### src/rtl/tile_field_renderer.sv
// rtl/tile_field_renderer.sv - playfield/preview compositor with line-clear flash FSM
// Optional macro TILE_GRID_EN draws 12'h333 grid lines on empty playfield cells.
module tile_field_renderer #(
    parameter int          GRID_W       = 10,
    parameter int          GRID_H       = 20,
    parameter int          TILE         = 14,
    parameter int          ORG_X        = 208,
    parameter int          ORG_Y        = 105,
    parameter int          PRV_X        = 368,
    parameter int          PRV_Y        = 279,
    parameter int          FLASH_FRAMES = 8,
    parameter int          FLASH_PHASES = 6,
    parameter logic [11:0] FLASH_RGB    = 12'hCCC
) (
    input  logic                            clk,
    input  logic                            clrn,
    input  logic [8:0]                      row_addr,
    input  logic [9:0]                      col_addr,
    input  logic                            frame_start,
    input  logic [GRID_W*GRID_H-1:0]        field,
    input  logic [2:0]                      nextblock,
    input  logic                            flash_req,
    input  logic [GRID_H-1:0]               flash_rows,
    output logic [18:0]                     bg_addr,
    output logic [$clog2(TILE*TILE)-1:0]    tile_addr,
    input  logic [11:0]                     bg_data,
    input  logic [11:0]                     tile_data,
    output logic [11:0]                     pix_out,
    output logic                            flash_busy,
    output logic                            flash_done
);
    localparam int SW  = $clog2(TILE);
    localparam int TAW = $clog2(TILE*TILE);
    localparam int FIW = $clog2(GRID_W*GRID_H);
    localparam int RW  = $clog2(GRID_H);
    localparam int FCW = $clog2(FLASH_FRAMES+1);
    localparam int PHW = $clog2(FLASH_PHASES+1);
    localparam logic [SW-1:0] SUB_MAX = SW'(TILE-1);
    localparam logic [9:0] FX0 = 10'(ORG_X);
    localparam logic [9:0] FX1 = 10'(ORG_X+GRID_W*TILE-1);
    localparam logic [9:0] PX0 = 10'(PRV_X);
    localparam logic [9:0] PX1 = 10'(PRV_X+4*TILE-1);
    localparam logic [8:0] FY0 = 9'(ORG_Y);
    localparam logic [8:0] FY1 = 9'(ORG_Y+GRID_H*TILE-1);
    localparam logic [8:0] PY0 = 9'(PRV_Y);
    localparam logic [8:0] PY1 = 9'(PRV_Y+2*TILE-1);

    typedef enum logic [1:0] {S_IDLE, S_FLASH, S_DONE} state_t;

    state_t             r_state;
    logic [GRID_H-1:0]  r_mask;
    logic [FCW-1:0]     r_frame_cnt;
    logic [PHW-1:0]     r_phase;
    logic               r_flash_on, r_busy, r_done;
    logic [8:0]         r_prev_row;
    logic [SW-1:0]      r_fx_sub, r_fy_sub, r_px_sub, r_py_sub;
    logic [9:0]         r_fx_col, r_fy_row, r_px_col, r_py_row;
    logic               r_in_field, r_cell, r_prv_hit, r_flash_hit, r_grid;
    logic [11:0]        r_pix;

    logic [SW-1:0]      w_fx_sub, w_fy_sub, w_px_sub, w_py_sub;
    logic [9:0]         w_fx_col, w_fy_row, w_px_col, w_py_row;
    logic               w_in_field, w_in_prv, w_row_chg;
    logic [FIW-1:0]     w_fidx;
    logic [RW-1:0]      w_mrow;
    logic [2:0]         w_pidx;
    logic [7:0]         w_shape;
    logic [11:0]        w_pix;

    // Returns {tile, sub} after one step: reload at the origin, else count with wrap.
    function automatic logic [SW+9:0] adv(input logic reload, input logic [9:0] t,
                                          input logic [SW-1:0] s);
        if (reload)            return '0;
        else if (s == SUB_MAX) return {t + 10'd1, {SW{1'b0}}};
        else                   return {t, s + SW'(1)};
    endfunction

    always_comb begin
        {w_fx_col, w_fx_sub} = adv(col_addr == FX0, r_fx_col, r_fx_sub);
        {w_px_col, w_px_sub} = adv(col_addr == PX0, r_px_col, r_px_sub);
        w_row_chg = (row_addr != r_prev_row);
        {w_fy_row, w_fy_sub} = {r_fy_row, r_fy_sub};
        {w_py_row, w_py_sub} = {r_py_row, r_py_sub};
        if (w_row_chg) begin
            {w_fy_row, w_fy_sub} = adv(row_addr == FY0, r_fy_row, r_fy_sub);
            {w_py_row, w_py_sub} = adv(row_addr == PY0, r_py_row, r_py_sub);
        end
        w_in_field = (col_addr >= FX0) && (col_addr <= FX1) && (row_addr >= FY0) && (row_addr <= FY1);
        w_in_prv   = (col_addr >= PX0) && (col_addr <= PX1) && (row_addr >= PY0) && (row_addr <= PY1);
        w_fidx = FIW'(int'(w_fy_row) * GRID_W + int'(w_fx_col));
        w_mrow = RW'(w_fy_row);
        w_pidx = 3'({w_py_row, 2'b00} + w_px_col);
        case (nextblock)
            3'd0:    w_shape = 8'b1111_0000;
            3'd1:    w_shape = 8'b0011_0011;
            3'd2:    w_shape = 8'b0111_0010;
            3'd3:    w_shape = 8'b0111_0100;
            3'd4:    w_shape = 8'b0110_0011;
            default: w_shape = 8'b0000_0000;
        endcase
    end

    always_ff @(posedge clk or negedge clrn) begin
        if (!clrn) begin
            r_prev_row <= '0;
            r_fx_sub <= '0; r_fx_col <= '0; r_fy_sub <= '0; r_fy_row <= '0;
            r_px_sub <= '0; r_px_col <= '0; r_py_sub <= '0; r_py_row <= '0;
            r_in_field <= 1'b0; r_cell <= 1'b0; r_prv_hit <= 1'b0;
            r_flash_hit <= 1'b0; r_grid <= 1'b0;
            bg_addr <= '0; tile_addr <= '0; r_pix <= '0;
        end else begin
            r_prev_row <= row_addr;
            r_fx_sub <= w_fx_sub; r_fx_col <= w_fx_col; r_fy_sub <= w_fy_sub; r_fy_row <= w_fy_row;
            r_px_sub <= w_px_sub; r_px_col <= w_px_col; r_py_sub <= w_py_sub; r_py_row <= w_py_row;
            r_in_field  <= w_in_field;
            r_cell      <= w_in_field && field[w_fidx];
            r_prv_hit   <= w_in_prv && w_shape[w_pidx];
            r_flash_hit <= w_in_field && r_flash_on && r_mask[w_mrow];
            r_grid      <= (w_fx_sub == '0) || (w_fy_sub == '0);
            bg_addr <= 19'(row_addr) * 19'd640 + 19'(col_addr);
            tile_addr <= w_in_prv ? TAW'(int'(w_py_sub) * TILE + int'(w_px_sub))
                                  : TAW'(int'(w_fy_sub) * TILE + int'(w_fx_sub));
            r_pix <= w_pix;
        end
    end

    always_comb begin
        w_pix = bg_data;
        if (r_prv_hit)                       w_pix = tile_data;
        else if (r_in_field && r_flash_hit)  w_pix = FLASH_RGB;
        else if (r_in_field && r_cell)       w_pix = tile_data;
`ifdef TILE_GRID_EN
        else if (r_in_field && r_grid)       w_pix = 12'h333;
`endif
    end

    // Flash sequencer: phases advance on frame_start boundaries only.
    always_ff @(posedge clk or negedge clrn) begin
        if (!clrn) begin
            r_state <= S_IDLE; r_mask <= '0; r_frame_cnt <= '0; r_phase <= '0;
            r_flash_on <= 1'b0; r_busy <= 1'b0; r_done <= 1'b0;
        end else begin
            case (r_state)
                S_IDLE: if (flash_req) begin
                    r_mask <= flash_rows; r_phase <= '0; r_frame_cnt <= '0;
                    r_flash_on <= 1'b1; r_busy <= 1'b1; r_state <= S_FLASH;
                end
                S_FLASH: if (frame_start) begin
                    if (r_frame_cnt == FCW'(FLASH_FRAMES-1)) begin
                        r_frame_cnt <= '0;
                        if (r_phase == PHW'(FLASH_PHASES-1)) begin
                            r_flash_on <= 1'b0; r_done <= 1'b1; r_state <= S_DONE;
                        end else begin
                            r_phase <= r_phase + PHW'(1); r_flash_on <= ~r_flash_on;
                        end
                    end else begin
                        r_frame_cnt <= r_frame_cnt + FCW'(1);
                    end
                end
                S_DONE: begin
                    r_done <= 1'b0; r_busy <= 1'b0; r_mask <= '0; r_state <= S_IDLE;
                end
                default: r_state <= S_IDLE;
            endcase
        end
    end

    assign pix_out    = r_pix;
    assign flash_busy = r_busy;
    assign flash_done = r_done;
endmodule

### config.mk
export PLATFORM = sky130hd
export DESIGN_NAME = tile_field_renderer
export DESIGN_NICKNAME = d
export VERILOG_FILES = /design/src/rtl/tile_field_renderer.sv
export SDC_FILE = /design/constraint.sdc
export NUM_CORES = 1
export LEC_CHECK = 0
export ABC_AREA = 1
export BUFFER_PORTS_ARGS = -buffer_cell sky130_fd_sc_hd__buf_4
export CAP_MARGIN = 10
export CORE_UTILIZATION = 47
export DETAILED_ROUTE_END_ITERATION = 10
export HOLD_SLACK_MARGIN = 0.05
export PLACE_DENSITY = 0.78
export SLEW_MARGIN = 20
export SYNTH_ARGS = -nofsm -noshare
export SYNTH_HDL_FRONTEND = slang
export SYNTH_SLANG_ARGS = --single-unit
### constraint.sdc
create_clock -name clk -period 3.9 [get_ports clk]
set_input_delay 0.195 -clock clk [delete_from_list [all_inputs] [get_ports clk]]
set_output_delay 0.195 -clock clk [all_outputs]
set_load 0.01 [all_outputs]
==> flow_summary.toml, run 1 <==
[outcome]
status = "finished with violations"
violations = "setup timing"

[power]
p_int_mw = 6.53
powerDensity_mw_per_mm2 = 997
seq_power_share_pct = 14.4
netSwitchingFraction_pct = 50.6
p_clk_share_pct = 12.6
vdd_drop_max_v = 0.000873
p_sw_mw = 6.70
leakage_nw = 6.96
pwr-share-comb_pct = 73.0

[layout]
fin_util_pct = 68.4
fillers = 1642
drive_above_1_share_pct = 25.3
seq_area_mm2 = 0.00298
antennaDiodeCount = 0
instances_no_fill = 1967
multiInputGateArea_mm2 = 0.00570
fin_nets = 2031
area_delta_synth_final_pct = 42.7

[floorplanning]
die_w_um = 143
dieArea_mm2 = 0.0204
dieHeight_um = 143
ios = 311
core_area_mm2 = 0.0194
start_util_pct = 47.9
rows = 51

[timing]
final_max_slew_viol_count = 0
finalHoldViolations = 0
rsz0062_at_grt = "yes"
period_minus_slack_ns = 3.90
fin_skew_ns = 0.00941
fmax_ghz = 0.256
min_period_over_period_pct = 100
setup_violations = 1
fin_ws_ns = -0.00370
holdWs_ns = 0.0676
relSlewSlack_pct = 47.2
tns_ns = -0.00370
worst_slew_pin_slew_ns = 0.790

[global_routing]
use_met1_pct = 36.5
grt_pass1_wl_mm = 48.2
top_usage_layer = "met2"
use_met2_pct = 52.7
grt_max_degree = 87
antenna_found_initial = 0
use_met3_pct = 6.10
grt_overflow = 0
grt.total_usage_pct = 30.1
grt_pass1_vias = 9828

[clock_network]
cts_tree = "done"
insertion_delay_ns = 0.42
cts_inserted_buffers = 17
root_buffer = "clkbuf_16"
cts_max_path_buffers = 2
cts.sinks = 119
clk_pin_slew_ns = 0.06
htree_levels = 4

[placement]
place.port_buffers = 310
place_congestion = 0.846
dp_cells = 1880
dpl.hpwl_mm = 22.5

[critical_path]
setup.worst_path.start_class = "flip-flop"
crit_type = "flip-flop to flip-flop"
arrival_ns = 4.21
crit_slowest_cell = "fa_1"
cp_slowest_stage_delay_ns = 0.57
crit_fanout = 4
cp.required_ns = 4.21
critPathCaptureType = "flip-flop"
cp_common_cell = "nand2_2"

[synthesis]
seq_area_frac_synth_pct = 32.0
syn-cell-area_mm2 = 0.00930
synth.largest_area_cell = "dfrtp_1"
synthFlopType = "dfrtp_1"
synth-edff-count = 0
yosysWarnings = 0
synth_cell_types = 47
syn_avg_cell_area_um2 = 7.02
ys_ff_latch = 119
synth_top_area_share_pct = 32.0
synth_cells = 1325
syn-num-nets = 1667
async_flop_share_pct = 100
synth_area_leaders = "dfrtp_1, nand3_1, nand2_1"

[detailed_routing]
drt_wl_total_mm = 31.9
drt-initial-drc-count = 700
drt-wirelength-per-cell_um = 16.2
avgViaCountPerCell = 5.37
drc = 0
dr.pass1.iters = 8
vias = 10571
ant_nets = 0

[flow_run]
drv_cap = 0

[hold_path]
hold_path.class = "primary input to flip-flop"
-- flip-flops by register name, summed over array words and instances, names as in the netlist, 7 cells and up --
name,count
r_prev_row,9
tile_addr,8
r_fx_col,8
r_mask,20
bg_addr,19
r_fy_row,7
pix_out,12
-- area by class of cell --
cell class	count	share of cell area, %
multi-input cells	1029	42.9
repair buffers	400	24.0
inverters	122	3.49
well taps	265	2.50
clock buffers	20	3.36
clock inverters	12	1.32
flip-flops and latches	119	22.4
-- per-stage QoR --
step	area (um2)	setup slack [ns]	power, mW
floorplan	9300	0.119	8.50
detailed placement	11900	-0.00199	10.8
CTS	13100	0.00518	12.7
global route	13300	-0.207	14.5
finish	13300	-0.00370	13.2
global placement	11900	0.0544	10.7
-- cells by family (layout without fill, tap and decap cells) --
| group | after synthesis | count (layout) | share of synthesized area (%) |
|---|---|---|---|
| XOR/XNOR | 41 | 41 | 3.86 |
| multiplexers | 1 | 1 | 0.108 |
| AO/OA/AOI/OAI | 122 | 122 | 7.53 |
| flip-flops | 119 | 119 | 32.0 |
| AND/OR/NAND/NOR | 793 | 793 | 37.3 |
| adder cells (fa/ha/maj) | 72 | 72 | 10.7 |
| buffers and inverters | 177 | 554 | 8.53 |
-- layer usage --
layer  wire length [um]  part of all wire [%]
met1              12700                    40
met2              16100                    50
met3               2040                   6.4
met4               1090                   3.4
met5                  0                     0
-- cell usage in the layout, fill, tap and decap left out, types with 4 or more instances in the layout --
master           n
nand2_1        370
buf_4          341
nand3_1        278
dfrtp_1        119
inv_1          112
nor2_1          78
ha_1            56
dlygate4sd3_1   54
o21ai_0         46
a21oi_1         32
xor2_1          24
clkbuf_16       17
xnor2_1         16
nand4_1         14
nor3_1          14
fa_1            12
nand2_2         10
inv_2            8
a31oi_1          6
nand3_2          5
o21ai_2          5
or2_2            5
a211oi_1         4
ha_4             4
bufinv_16        4
-- synthesized netlist by cell type, types with 2 or more instances --
master / number
o21ai_2: 3
a21oi_1: 34
o21a_1: 3
fa_1: 12
dfrtp_1: 119
o22ai_1: 3
o211ai_1: 3
clkbuf_1: 22
o21ai_1: 4
xnor2_1: 16
buf_2: 13
buf_4: 4
inv_2: 8
o221ai_1: 2
nand2_1: 376
a31oi_1: 7
o21ai_0: 47
nor3_2: 2
nand3_1: 283
nor3b_1: 3
buf_1: 3
xor2_1: 25
nand4_1: 14
a21o_1: 3
o31ai_1: 2
nor2_2: 2
o21bai_1: 3
or2_2: 6
nand2_2: 4
nor2_1: 80
and3_1: 3
nor3_1: 14
inv_1: 114
buf_6: 13
a211oi_1: 4
ha_1: 60
-- power groups by stage --
| stage | Clock [mW] | Sequential [mW] | Combinational [mW] |
|---|---|---|---|
| 6_report | 1.67 | 1.90 | 9.67 |
| 5_1_grt | 1.74 | 1.94 | 10.9 |
| 2_1_floorplan | 0 | 1.89 | 6.62 |
| 4_1_cts | 1.68 | 1.89 | 9.13 |
| 3_3_place_gp | 0 | 1.89 | 8.77 |
| 3_5_place_dp | 0 | 1.90 | 8.94 |
-- critical path, delay by kind of cell, from the launching register on --
kind / cells / cell delay, ns
simple gates: 16 / 1.60
fa+ha+maj: 4 / 1.17
flops: 1 / 0.41
compound gates: 2 / 0.31
xor+xnor: 1 / 0.17
buf+inv: 3 / 0.14
-- what timing repair did --
| item | 4_1_cts | 5_1_grt |
|---|---|---|
| endpoints found under the setup margin | 1 | 5 |
| pin swaps | 0 | 15 |
| hold endpoints to repair | 78 | 1 |
| resized for setup | 1 | 35 |
| buffers inserted | 0 | 1 |
| hold buffers | 53 | 1 |
-- path summary, 6_finish.rpt --
kind                                         start                      end  slack, ns  depth (start not counted)
min                                    row_addr[5]  r_prev_row[5]$_DFF_PN0_       0.07                          2
max in group asynchronous                     clrn    bg_addr[12]$_DFF_PN0_       2.53                          3
min in group asynchronous                     clrn   tile_addr[4]$_DFF_PN0_       0.40                          2
min reg2reg                 flash_busy$_DFFE_PN0P_   flash_busy$_DFFE_PN0P_       0.50                          2
max                        r_prev_row[3]$_DFF_PN0_         r_cell$_DFF_PN0_     -0.004                         26
max reg2reg                r_prev_row[3]$_DFF_PN0_         r_cell$_DFF_PN0_     -0.004                         26
No activity file was read; power rests on OpenSTA's default activity.
==> run 2, diff against run 1 <==
--- a/config.mk
+++ b/config.mk
@@ -5,11 +5,12 @@
 export SDC_FILE = /design/constraint.sdc
 export NUM_CORES = 1
 export LEC_CHECK = 0
-export ABC_AREA = 1
+export ABC_AREA = 0
 export BUFFER_PORTS_ARGS = -buffer_cell sky130_fd_sc_hd__buf_4
 export CAP_MARGIN = 10
-export CORE_UTILIZATION = 47
+export CORE_UTILIZATION = 46
 export DETAILED_ROUTE_END_ITERATION = 10
+export GPL_ROUTABILITY_DRIVEN = 0
 export HOLD_SLACK_MARGIN = 0.05
 export PLACE_DENSITY = 0.78
 export SLEW_MARGIN = 20
==> run 2 against run 1 <==
Compared with the run above: the run still ends with setup timing left; flip-flop and latch count did not move; register-to-register slack got worse by 0.33 ns; fmax fell by 7.8%; routed wire length fell by 15%; sequential share of layout area fell by 0.11 points; non-clock buffer count rose by 59; setup slack got worse by 0.33 ns; utilization rose by 3.1 points; cell area rose by 0.50%; clock-buffer cell count rose by 2; critical endpoint unchanged; largest cell class unchanged; highest routed layer unchanged.
==> flow_summary.toml, run 2 <==
[clock_network]
insertion_delay_ns = 0.41
htree_levels = 4
clk_pin_slew_ns = 0.06
cts_max_path_buffers = 2
cts.sinks = 119
cts_tree = "done"
cts_inserted_buffers = 17
root_buffer = "clkbuf_16"

[layout]
area_delta_synth_final_pct = 52.8
drive_above_1_share_pct = 39.7
fillers = 1333
regMostFlops = "r_mask"
largest_reg_flops = 20
fin_util_pct = 71.6
seq_area_mm2 = 0.00298
instances_no_fill = 1553
antennaDiodeCount = 0
fin_nets = 1650
fin_area_mm2 = 0.0133
most-common-layout-cells = "buf_4, dfrtp_1, nand2_1, dlygate4sd3_1, ha_1"
final_common_cell = "buf_4"
multiInputGateArea_mm2 = 0.00563

[synthesis]
async_flop_share_pct = 100
seq_area_frac_synth_pct = 34.1
synth_top_area_share_pct = 34.1
synthFlopType = "dfrtp_1"
syn_avg_cell_area_um2 = 10.1
synth_cells = 865
syn-num-nets = 1207
yosysWarnings = 0
synth_cell_types = 65
syn-cell-area_mm2 = 0.00873
synth-edff-count = 0
yosys-top-cells-count = "dfrtp_1, nand2_1, ha_1, a21oi_1, nor2_1"
synth_most_common_cell = "dfrtp_1"
synth_area_leaders = "dfrtp_1, mux4_2, ha_1"
synth.largest_area_cell = "dfrtp_1"
ys_ff_latch = 119

[timing]
finalHoldViolations = 0
holdWs_ns = 0.0804
setup_violations = 1
rsz0062_at_grt = "yes"
fmax_ghz = 0.236
final_max_slew_viol_count = 0
period_minus_slack_ns = 4.23
fin_skew_ns = 0.00748
worst_slew_pin_slew_ns = 0.946
fin_ws_ns = -0.334
min_period_over_period_pct = 109
relSlewSlack_pct = 36.9

[placement]
postPlaceCellArea_mm2 = 0.0120
place.port_buffers = 310
pre_cts_ws_ns = -0.513
dp_cells = 1463
dpl.hpwl_mm = 20.4

[critical_path]
worst_r2r_startpoint = "r_prev_row[7]$_DFF_PN0_"
crit_fanout = 4
reg2regPathDepth = 18
ff2ff_setup_slack_ns = -0.33
crit_type = "flip-flop to flip-flop"
critical_path.startpoint = "r_prev_row[7]$_DFF_PN0_"
critPathCaptureType = "flip-flop"
cp.required_ns = 4.18
setup.worst_path.start_class = "flip-flop"
arrival_ns = 4.52

[detailed_routing]
drt-wirelength-per-cell_um = 17.3
dr_wl_met2_mm = 14.7
met1_length_mm = 10.3
drt_wl_total_mm = 26.9
ant_nets = 0
vias = 8569
drc = 0
dr_wl_met3_mm = 1.12
avgViaCountPerCell = 5.52
drt-initial-drc-count = 352
dr.max_layer_used = "met4"
dr.pass1.iters = 5

[global_routing]
grt.total_usage_pct = 27.9
antenna_found_initial = 0
grt_overflow = 0
grt_pass1_wl_mm = 43.0
grt_max_degree = 70
grt_pass1_vias = 8960

[floorplanning]
start_util_pct = 46.8
ios = 311
die_w_um = 140
rows = 50
core_area_mm2 = 0.0186
dieHeight_um = 140
dieArea_mm2 = 0.0195

[flow_run]
drv_cap = 0

[power]
vdd_drop_max_v = 0.00108
powerDensity_mw_per_mm2 = 1010
leakage_nw = 6.33

[hold_path]
hold_path.class = "primary input to flip-flop"
min_delay_path_depth = 2
worstHoldStart = "row_addr[0]"

[outcome]
status = "finished with violations"
violations = "setup timing"
-- run 2: layer usage --
| metal | up-vias | track usage [%] |
|---|---|---|
| li1 | 4088 | - |
| met1 | 4129 | 31.1 |
| met2 | 292 | 52.6 |
| met3 | 60 | 4.34 |
| met4 | 0 | 11.0 |
| met5 | - | 0 |
-- run 2: cells by family after synthesis --
group                    share of synthesized area (%)
AND/OR/NAND/NOR                                   15.6
XOR/XNOR                                          5.92
flip-flops                                        34.1
multiplexers                                      13.9
AO/OA/AOI/OAI                                     15.5
buffers and inverters                             3.70
adder cells (fa/ha/maj)                           11.4
-- run 2: final timing paths --
kind,to
min reg2reg,r_mask[4]$_DFFE_PN0P_
max in group asynchronous,r_fy_row[5]$_DFF_PN0_
min in group asynchronous,r_px_col[1]$_DFF_PN0_
min,r_prev_row[0]$_DFF_PN0_
max,r_cell$_DFF_PN0_
max reg2reg,r_cell$_DFF_PN0_
-- run 2: timing repair --
item / in CTS / in global routing
pin swaps: 7 / 17
setup buffers: 2 / 3
endpoints found under the hold margin: 109 / 0
cloned: 0 / 0
endpoints found under the setup margin: 1 / 3
hold buffers: 55 / 0
gates resized for setup: 7 / 17
-- run 2: worst max-delay path, stage by stage, from the launching register on --
cell and delay [ns]:
dfrtp_1 0.38, xnor2_1 0.18, nand4_1 0.21, or3_4 0.42
nand2_4 0.10, o31a_1 0.18, inv_2 0.08, ha_4 0.16
ha_4 0.16, fa_2 0.56, ha_4 0.21, nor3b_2 0.16
nor3_2 0.21, o211ai_1 0.21, or3_1 0.35, o311ai_1 0.09
a2111oi_1 0.08, a311oi_1 0.32, a211oi_2 0.06
-- run 2: area by class of cell --
type                       instances  area share [%]
sequential                       119            22.3
multi-input combinational        671            42.2
clock buffer                      22            3.55
timing repair buffer             459            27.1
inverter                          40            1.14
clock inverter                     8            1.45
tap                              234            2.19
-- run 2: per-stage QoR --
stage	setup TNS (ns)	total power, mW
final	-0.334	13.5
after global routing	-0.516	14.6
after CTS	-0.383	13.2
after detailed placement	-0.513	11.2
after global placement	-0.395	11.0
after floorplan	-0.363	8.17
-- run 2: power breakdown --
group | switching, mW | internal (mW) | total, mW | leakage [nW]
sequential | 0.233 | 1.58 | 1.82 | 1.44
clock | 0.540 | 1.24 | 1.78 | 0.326
combinational | 4.91 | 5.02 | 9.93 | 4.57
